[config.mk]
export PLATFORM = sky130hd
export DESIGN_NAME = fp_ftoi_issue
export DESIGN_NICKNAME = d
export VERILOG_FILES = /design/src/rtl/gpu_parameters.sv /design/src/rtl/gpu_sync_fifo.sv /design/src/rtl/fp_ftoi_issue.sv
export SDC_FILE = /design/constraint.sdc
export NUM_CORES = 1
export LEC_CHECK = 0
export ABC_AREA = 1
export BUFFER_PORTS_ARGS = -buffer_cell sky130_fd_sc_hd__buf_4
export CORE_UTILIZATION = 50
export CTS_CLUSTER_SIZE = 28
export DETAILED_ROUTE_END_ITERATION = 10
export PLACE_DENSITY = 0.81
export SLEW_MARGIN = 20
export SYNTH_ARGS = -nofsm -noshare
export SYNTH_HDL_FRONTEND = slang
export SYNTH_SLANG_ARGS = --single-unit
[constraint.sdc]
create_clock -name clk -period 4.8 [get_ports clk]
set_input_delay 0.24 -clock clk [delete_from_list [all_inputs] [get_ports clk]]
set_output_delay 0.24 -clock clk [all_outputs]
set_load 0.05 [all_outputs]
[src/rtl/gpu_parameters.sv]
// Shared GPU parameters and converter request/result payloads.
package gpu_parameters;

  localparam int unsigned DATA_WIDTH   = 32;
  localparam int unsigned TAG_WIDTH    = 5;
  localparam int unsigned FTOI_LATENCY = 2;

  // Conversion request: IEEE-754 single operand plus destination tag.
  typedef struct packed {
    logic [DATA_WIDTH-1:0] fval;
    logic [TAG_WIDTH-1:0]  tag;
  } fp_cvt_req_t;

  // Conversion result: integer value plus destination tag.
  typedef struct packed {
    logic [DATA_WIDTH-1:0] ival;
    logic [TAG_WIDTH-1:0]  tag;
  } fp_cvt_res_t;

endpackage

[src/rtl/gpu_sync_fifo.sv]
// Synchronous show-ahead FIFO with registered write-ready and read-valid flags.
// wr_ready is held low while in reset so it can be used directly as an
// upstream ready that comes out of reset deasserted.
module gpu_sync_fifo #(
  parameter int unsigned WIDTH = 8,
  parameter int unsigned DEPTH = 4
) (
  input  logic                       clk,
  input  logic                       rst_n,
  input  logic                       wr_en,
  input  logic [WIDTH-1:0]           wr_data,
  output logic                       wr_ready,
  input  logic                       rd_en,
  output logic [WIDTH-1:0]           rd_data,
  output logic                       rd_valid,
  output logic [$clog2(DEPTH):0]     count
);

  localparam int unsigned AW = $clog2(DEPTH);
  localparam int unsigned CW = AW + 1;

  logic [WIDTH-1:0] mem [DEPTH];
  logic [AW-1:0]    wr_ptr;
  logic [AW-1:0]    rd_ptr;
  logic             do_wr_c;
  logic             do_rd_c;
  logic [CW-1:0]    count_next_c;

  // Qualified push/pop and next occupancy.
  always_comb begin
    do_wr_c      = wr_en && wr_ready;
    do_rd_c      = rd_en && rd_valid;
    count_next_c = count + CW'(do_wr_c) - CW'(do_rd_c);
  end

  // Storage, pointers, count and flags.
  always_ff @(posedge clk or negedge rst_n) begin
    if (!rst_n) begin
      for (int unsigned i = 0; i < DEPTH; i++) mem[i] <= '0;
      wr_ptr   <= '0;
      rd_ptr   <= '0;
      count    <= '0;
      wr_ready <= 1'b0;
      rd_valid <= 1'b0;
    end else begin
      if (do_wr_c) begin
        mem[wr_ptr] <= wr_data;
        wr_ptr      <= wr_ptr + AW'(1);
      end
      if (do_rd_c) rd_ptr <= rd_ptr + AW'(1);
      count    <= count_next_c;
      wr_ready <= (count_next_c != CW'(DEPTH));
      rd_valid <= (count_next_c != '0);
    end
  end

  assign rd_data = mem[rd_ptr];

endmodule

[src/rtl/fp_ftoi_issue.sv]
// Request-side front end for the fp_ftoi converter: buffers tagged requests,
// issues one operand per cycle under result-buffer credits, re-tags results.
// Optional same-cycle bypass of an empty request FIFO: FP_FTOI_ISSUE_BYPASS_EN.
module fp_ftoi_issue
  import gpu_parameters::*;
#(
  parameter int unsigned IN_DEPTH    = 4,
  parameter int unsigned OUT_DEPTH   = 4,
  parameter int unsigned CVT_LATENCY = FTOI_LATENCY
) (
  input  logic                  clk,
  input  logic                  rst_n,
  input  logic                  req_valid,
  output logic                  req_ready,
  input  logic [DATA_WIDTH-1:0] req_float,
  input  logic [TAG_WIDTH-1:0]  req_tag,
  output logic [DATA_WIDTH-1:0] cvt_float,
  input  logic [DATA_WIDTH-1:0] cvt_int,
  output logic                  res_valid,
  input  logic                  res_ready,
  output logic [DATA_WIDTH-1:0] res_int,
  output logic [TAG_WIDTH-1:0]  res_tag,
  output logic                  busy
);

  localparam int unsigned ICW = $clog2(IN_DEPTH) + 1;
  localparam int unsigned OCW = $clog2(OUT_DEPTH) + 1;
  localparam int unsigned FW  = $clog2(CVT_LATENCY + 1);
  localparam int unsigned SW  = $clog2(OUT_DEPTH + CVT_LATENCY + 1);

  fp_cvt_req_t          req_in_c;
  fp_cvt_req_t          in_head;
  logic                 in_valid;
  logic [ICW-1:0]       in_count;
  fp_cvt_res_t          res_in_c;
  fp_cvt_res_t          res_head;
  logic                 res_wr_ready;
  logic [OCW-1:0]       res_count;

  logic [CVT_LATENCY-1:0] sr_valid;
  logic [TAG_WIDTH-1:0]   sr_tag [CVT_LATENCY];

  logic                 accept_c;
  logic                 credit_ok_c;
  logic                 fifo_issue_c;
  logic                 bypass_c;
  logic                 in_wr_c;
  logic                 issue_c;
  logic [TAG_WIDTH-1:0] issue_tag_c;
  logic [FW-1:0]        inflight_c;

  assign req_in_c = '{fval: req_float, tag: req_tag};
  assign res_in_c = '{ival: cvt_int, tag: sr_tag[CVT_LATENCY-1]};

  // Request FIFO.
  gpu_sync_fifo #(.WIDTH($bits(fp_cvt_req_t)), .DEPTH(IN_DEPTH)) u_req_fifo (
    .clk      (clk),
    .rst_n    (rst_n),
    .wr_en    (in_wr_c),
    .wr_data  (req_in_c),
    .wr_ready (req_ready),
    .rd_en    (fifo_issue_c),
    .rd_data  (in_head),
    .rd_valid (in_valid),
    .count    (in_count)
  );

  // Credits: occupancy at cycle start plus in-flight must leave a free slot.
  always_comb begin
    inflight_c = '0;
    for (int unsigned i = 0; i < CVT_LATENCY; i++) inflight_c = inflight_c + FW'(sr_valid[i]);
    credit_ok_c  = (SW'(res_count) + SW'(inflight_c)) < SW'(OUT_DEPTH);
    accept_c     = req_valid && req_ready;
    fifo_issue_c = in_valid && credit_ok_c;
`ifdef FP_FTOI_ISSUE_BYPASS_EN
    bypass_c     = !in_valid && credit_ok_c && accept_c;
`else
    bypass_c     = 1'b0;
`endif
    in_wr_c      = accept_c && !bypass_c;
  end

  // Operand mux: FIFO head, bypassed request, or zero when idle.
  always_comb begin
    cvt_float   = '0;
    issue_c     = 1'b0;
    issue_tag_c = '0;
    if (fifo_issue_c) begin
      cvt_float   = in_head.fval;
      issue_tag_c = in_head.tag;
      issue_c     = 1'b1;
    end else if (bypass_c) begin
      cvt_float   = req_float;
      issue_tag_c = req_tag;
      issue_c     = 1'b1;
    end
  end

  // Valid/tag shift register tracking the converter pipeline.
  always_ff @(posedge clk or negedge rst_n) begin
    if (!rst_n) begin
      sr_valid <= '0;
      for (int unsigned i = 0; i < CVT_LATENCY; i++) sr_tag[i] <= '0;
    end else begin
      sr_valid[0] <= issue_c;
      sr_tag[0]   <= issue_tag_c;
      for (int unsigned i = 1; i < CVT_LATENCY; i++) begin
        sr_valid[i] <= sr_valid[i-1];
        sr_tag[i]   <= sr_tag[i-1];
      end
    end
  end

  // Result buffer; writes are credit-protected and never blocked.
  gpu_sync_fifo #(.WIDTH($bits(fp_cvt_res_t)), .DEPTH(OUT_DEPTH)) u_res_fifo (
    .clk      (clk),
    .rst_n    (rst_n),
    .wr_en    (sr_valid[CVT_LATENCY-1]),
    .wr_data  (res_in_c),
    .wr_ready (res_wr_ready),
    .rd_en    (res_ready),
    .rd_data  (res_head),
    .rd_valid (res_valid),
    .count    (res_count)
  );

  // A converter result arriving at a full result buffer would be lost.
  a_no_result_drop: assert property (@(posedge clk) disable iff (!rst_n)
    sr_valid[CVT_LATENCY-1] |-> res_wr_ready);

  assign res_int = res_head.ival;
  assign res_tag = res_head.tag;
  assign busy    = (in_count != '0) || (inflight_c != '0) || res_valid;

endmodule
Word-level counts from Yosys, hierarchy flattened:

Index checks and enable logic that the tools add are counted.

* input port bits: 73
* output and inout port bits: 72
* register bits: 326
* word-level logic and storage cells: 73

* magnitude comparators: 7
* mux-type cells: 15
* $add $sub $neg: 10
* reduce and logical (&&, ||, !) cells: 14
* equality and inequality tests: 2
* bitwise operators: 4

Operator list (number)
* 148-bit bitwise mux: 2
* 37-bit 2-to-1 mux: 6
* 37-bit binary-select mux with 2-bit select: 2
* 37-bit demux with 2-bit select: 2
* 32-bit 2-to-1 mux: 1
* 3-bit greater-or-equal comparator (second input constant): 4
* 2-bit NOT with 3-bit output: 4
* 3-bit nonzero test: 3
* 2-bit by 1-bit adder with 2-bit output (second input constant): 4
* 1-bit logical AND: 8
* 3-bit by 1-bit adder with 3-bit output: 2
* 3-bit by 1-bit less-than comparator with 1-bit output (second input constant): 2
* 3-bit inequality test (second input constant): 2
* 3-bit by 1-bit subtractor with 3-bit output: 2
* 5-bit 2-to-1 mux: 1
* 3-bit by 2-bit adder with 3-bit output: 1
* 3-bit less-than comparator (second input constant): 1
* 1-bit by 1-bit adder with 2-bit output: 1
* 1-bit logical OR: 2
* 2-bit nonzero test: 1
* 1-bit 2-to-1 mux: 1

Logic depth before layout (Yosys ltp):

* depth after elaboration: 7
* depth in mapped cells: 17
* depth with buffers taken out: 15

Modules after synthesis:

A second synthesis with hierarchy kept.

* cell total of the unflattened synthesis: 1840
* area, all modules: 15488.6 um^2

Modules (own cells, without submodules)
* gpu_sync_fifo at u_res_fifo: seq. area each 3928.8 um^2, cells an instance 888, area each 7324.5 um^2, instances 1
* gpu_sync_fifo at u_req_fifo: seq. area each 3928.8 um^2, cells an instance 844, area each 7283.2 um^2, instances 1
* fp_ftoi_issue: seq. area each 300.3 um^2, cells an instance 108, area each 880.8 um^2, instances 1

Worst setup path after synthesis:

No wires, ideal clock.

* path kind: register -> register
* from: register sr_valid[0]
* to: register u_req_fifo.wr_ready
* buffers on the path: 2
* slack: 2.114 ns
* arrival: 2.561 ns
* library setup time: 0.124 ns
* required time: 4.676 ns
* clock period less this slack: 2.686 ns
* stages on the path, launching flop included: 18
* cells stage by stage: dfrtp_1 ha_1 ha_1 nand3_1 nand2_1 nand2_2 nand3_2 buf_4 buf_6 inv_1 ha_1 inv_1 ha_1 fa_1 inv_1 nand3_1 nand2_1 nand3_1

* cells in the longest elaborated chain, start to end: 7

Ends and longest elaborated chain
* start: declaration: RTL line fp_ftoi_issue.sv:40 `logic [CVT_LATENCY-1:0] sr_valid;`
* start signal: assignment: RTL line fp_ftoi_issue.sv:105 `sr_valid[0] <= issue_c;`
* start signal: indexed assignment: RTL line fp_ftoi_issue.sv:108 `sr_valid[i] <= sr_valid[i-1];`
* 1-bit by 1-bit adder with 2-bit output: RTL line fp_ftoi_issue.sv:71 `for (int unsigned i = 0; i < CVT_LATENCY; i++) inflight_c = inflight_c + FW'(sr_valid[i]);`
* 3-bit by 2-bit adder with 3-bit output: RTL line fp_ftoi_issue.sv:72 `credit_ok_c = (SW'(res_count) + SW'(inflight_c)) < SW'(OUT_DEPTH);`
* 3-bit less-than comparator: RTL line fp_ftoi_issue.sv:72
* 1-bit logical AND: RTL line fp_ftoi_issue.sv:74 `fifo_issue_c = in_valid && credit_ok_c;`
* net fifo_issue_c: RTL line fp_ftoi_issue.sv:45 `logic fifo_issue_c;`
* 1-bit logical AND: RTL line gpu_sync_fifo.sv:32 `do_rd_c = rd_en && rd_valid;`
* 3-bit by 1-bit subtractor with 3-bit output: RTL line gpu_sync_fifo.sv:33 `count_next_c = count + CW'(do_wr_c) - CW'(do_rd_c);`
* net u_req_fifo.count_next_c[2]: RTL line gpu_sync_fifo.sv:27 `logic [CW-1:0] count_next_c;`
* 3-bit inequality test: RTL line gpu_sync_fifo.sv:52 `wr_ready <= (count_next_c != CW'(DEPTH));`
* end signal: assignment: RTL line gpu_sync_fifo.sv:52
* end: declaration: RTL line gpu_sync_fifo.sv:12 `output logic wr_ready,`

The timed path passes the listed nets, and every way through them passes these cells.
A chain may end at the register's enable or synchronous reset.

Worst setup path after layout:

* from: register sr_valid[1]
* to: register u_req_fifo.wr_ready

The elaborated chain is that of the path after synthesis.

==> summary.md <==
| Metric | Value |
|---|---|
| Status | `finished clean` |
| Syn Nets | `1,812` |
| FF+latch count, synth | `326` |
| Wirelength, routed | `33,300 µm` |
| Util after Layout | `0.582` |
| Slew Limit Fails | `0` |
| Final hold vios | `0` |
| Yosys warnings | `0` |
| Worst endpoint data arrival time | `3440 ps` |
| Vias in the first global route | `11,400` |
| Initial antenna violation count | `0` |
| CORE AREA | `28,800 µm²` |
| Worst-skew pair later-pin latency | `510 ps` |
| Critical path capture point type | `register` |
| Drt first pass iters | `6` |
| Nets | `1,897` |
| Area Overhead vs Synth | `14.0%` |
| Setup violators final | `0` |
| CP max stage cell | `dfrtp_1` |
| Setup bufs post-CTS | `0` |
| Total buffers and inverters traversed by the critical path | `4` |
| # diodes | `0` |
| Critical Path Max Stage Delay | `~410 ps` |
| Skew final | `19.9 ps` |
| Crit path max fanout | `39` |
| Die X | `between 150 and 200 µm` |
| Number of buffers added on ports | `around 140` |
| Share of the synthesized area in the top cell type | `0.556` |
| Layout cell share with drive strength beyond 1 | `0.126` |
| Gpl congestion | `0.779` |
| Largest net degree at the start of global routing | `133` |
| H-tree depth | `2` |
| GRT Util Overall | `0.227` |
| Clock transition at path regs | `60 ps` |
| Yosys top cell by area | `dfrtp_1` |
| Clock Tree Buf Depth | `3` |
| Worst EP required | `5190 ps` |
| Vias per cell | `5.29` |
| Post_cts resized | `0` |
| Hold slack | `25.8 ps` |
| # rows | `62` |
| Final period util | `0.635` |
| Critical path class | `register to register` |
| Final setup margin | `1750 ps` |
| HP Class | `input pin to register` |
| Clk root buf | `clkbuf_16` |
| Critical-path cell list | `ha_1, ha_1, nand3_1, nand2_1, nand2_2, nand3_2, buf_4, inv_1, ha_1, inv_1, ha_1, fa_1, inv_1, nand3_1, nand2_1, nand3_1` |
| HPWL after DPL | `between 15,000 and 20,000 µm` |
| Top delay family on crit path | `adder cells` |
| Min cycle time layout | `3050 ps` |
| Commonest non-fill, non-tap cell in the layout | `o21ai_0` |
| Most common cell on crit path | `ha_1` |
| Worst rel slew slack | `0.333` |
| Most frequent cells in the layout | `384 x o21ai_0, 351 x nand2_1, 324 x dfrtp_1` |
| Total grt overflow | `0` |
| Clock sinks | `326` |
| Critical Path Source Type | `register` |
| I/O pins | `around 150` |
| Post-DR wirelength/cell | `15.0 µm` |
| Top cells by area, synth | `dfrtp_1 56%, o21ai_0 13%, nand2_1 9.2%` |
| DRC Markers | `0` |
| Tightest Pin Transition | `1000 ps` |
| First-pass GRT wire length | `56,400 µm` |
| Unique masters post-synth | `21` |
| DP Worst Slack | `1730 ps` |
| Syn Inst Count | `between 1,500 and 2,000` |
| Fmax | `approximately 330 MHz` |
| Mapped cell area | `14,700 µm²` |
| CTS tree | `done` |
| Seq/Total Area, Yosys | `0.556` |
| RSZ-0062 raised after global routing | `false` |
| Die Ht | `about 170 µm` |
| Total negative slack | `0 ps` |
| Max Cap Violations | `0` |
| DRT iter0 DRCs | `~1,100` |
| Initial Utilization | `0.510` |
| Total CTS buffers | `35` |
| Vias | `roughly 12,000` |
| Hold-fix buffers, CTS | `1` |
| DRT antenna net count | `0` |
| Die ar. | `30,000 µm²` |
| Post-synthesis area per instance | `8.52 µm²` |
-- Yosys cell counts --
library cell  number
clkbuf_1          26
o21ai_1           62
ha_1              15
buf_2             38
buf_6             43
o22ai_1           37
nand3_1            5
nand2_1          359
buf_4              8
inv_2              6
nand4_1            3
o21ai_0          384
nand3_2            2
nor2_1           263
nand2_2            1
nor3b_1            1
fa_1               2
dfrtp_1          326
xor2_1             6
inv_1            134
clkbuf_2           1
-- cell families after synthesis --
group,count (synthesis),synth area share
AND/OR/NAND/NOR,634,0.164
AO/OA/AOI/OAI,483,0.168
flip-flops,326,0.556
buffers and inverters,256,0.0928
adder cells (fa/ha/maj),17,0.0155
XOR/XNOR,6,0.00358
-- area by class of cell --
class | instances | area [µm²]
Sequential cell | 326 | 8160
Multi-Input combinational cell | 1140 | 5180
Inverter | 140 | 526
Clock inverter | 4 | 47.5
Fill cell | 2495 | 12000
Timing Repair Buffer | 164 | 1270
Clock buffer | 57 | 1080
Tap cell | 384 | 480
-- sequential cells by signal, summed over array words and instances (netlist names), 2 cells and up --
register and cells:
u_res_fifo.wr_ptr 2, sr_valid 2, res_in_c 5, u_res_fifo.mem 148
u_res_fifo.rd_ptr 2, u_req_fifo.wr_ptr 2, u_res_fifo.count 3, u_req_fifo.mem 148
u_req_fifo.rd_ptr 2, u_req_fifo.count 3, sr_tag 5
-- per-layer routing --
metal,up-vias,part of all wire,global-route usage
li1,5690,-,-
met1,5591,0.44,0.318
met2,386,0.48,0.366
met3,40,0.070,0.0368
met4,0,0.014,0.0608
met5,-,0,0
-- final timing paths --
kind / depth (start not counted) / to / startpoint / slack [ps]
setup / recovery: 16 / u_req_fifo.wr_ready / sr_valid[1] / 1750
max in group asynchronous: 3 / u_res_fifo.mem[136] / rst_n / 3190
min in group asynchronous: 2 / u_res_fifo.mem[118] / rst_n / 420
hold / removal: 3 / u_req_fifo.mem[73] / req_float[31] / 30
hold reg to reg: 0 / res_in_c[4] / sr_tag[9] / 350
setup reg to reg: 16 / u_req_fifo.wr_ready / sr_valid[1] / 1750
-- stage by stage --
stage / cells / instance area, µm²
after global placement: 2153 / 15600
after detailed placement: 2153 / 15600
final: 2215 / 16700
after global routing: 2215 / 16700
after floorplan: 1722 / 14700
after CTS: 2215 / 16700
-- tightest hold or removal path, cell delays in order --
cell	delay, ps
buf_4	70
inv_1	50
o21ai_1	120
Power is not shown: default switching activity piles up to over one toggle a cycle in this logic, so the estimate is an artifact.
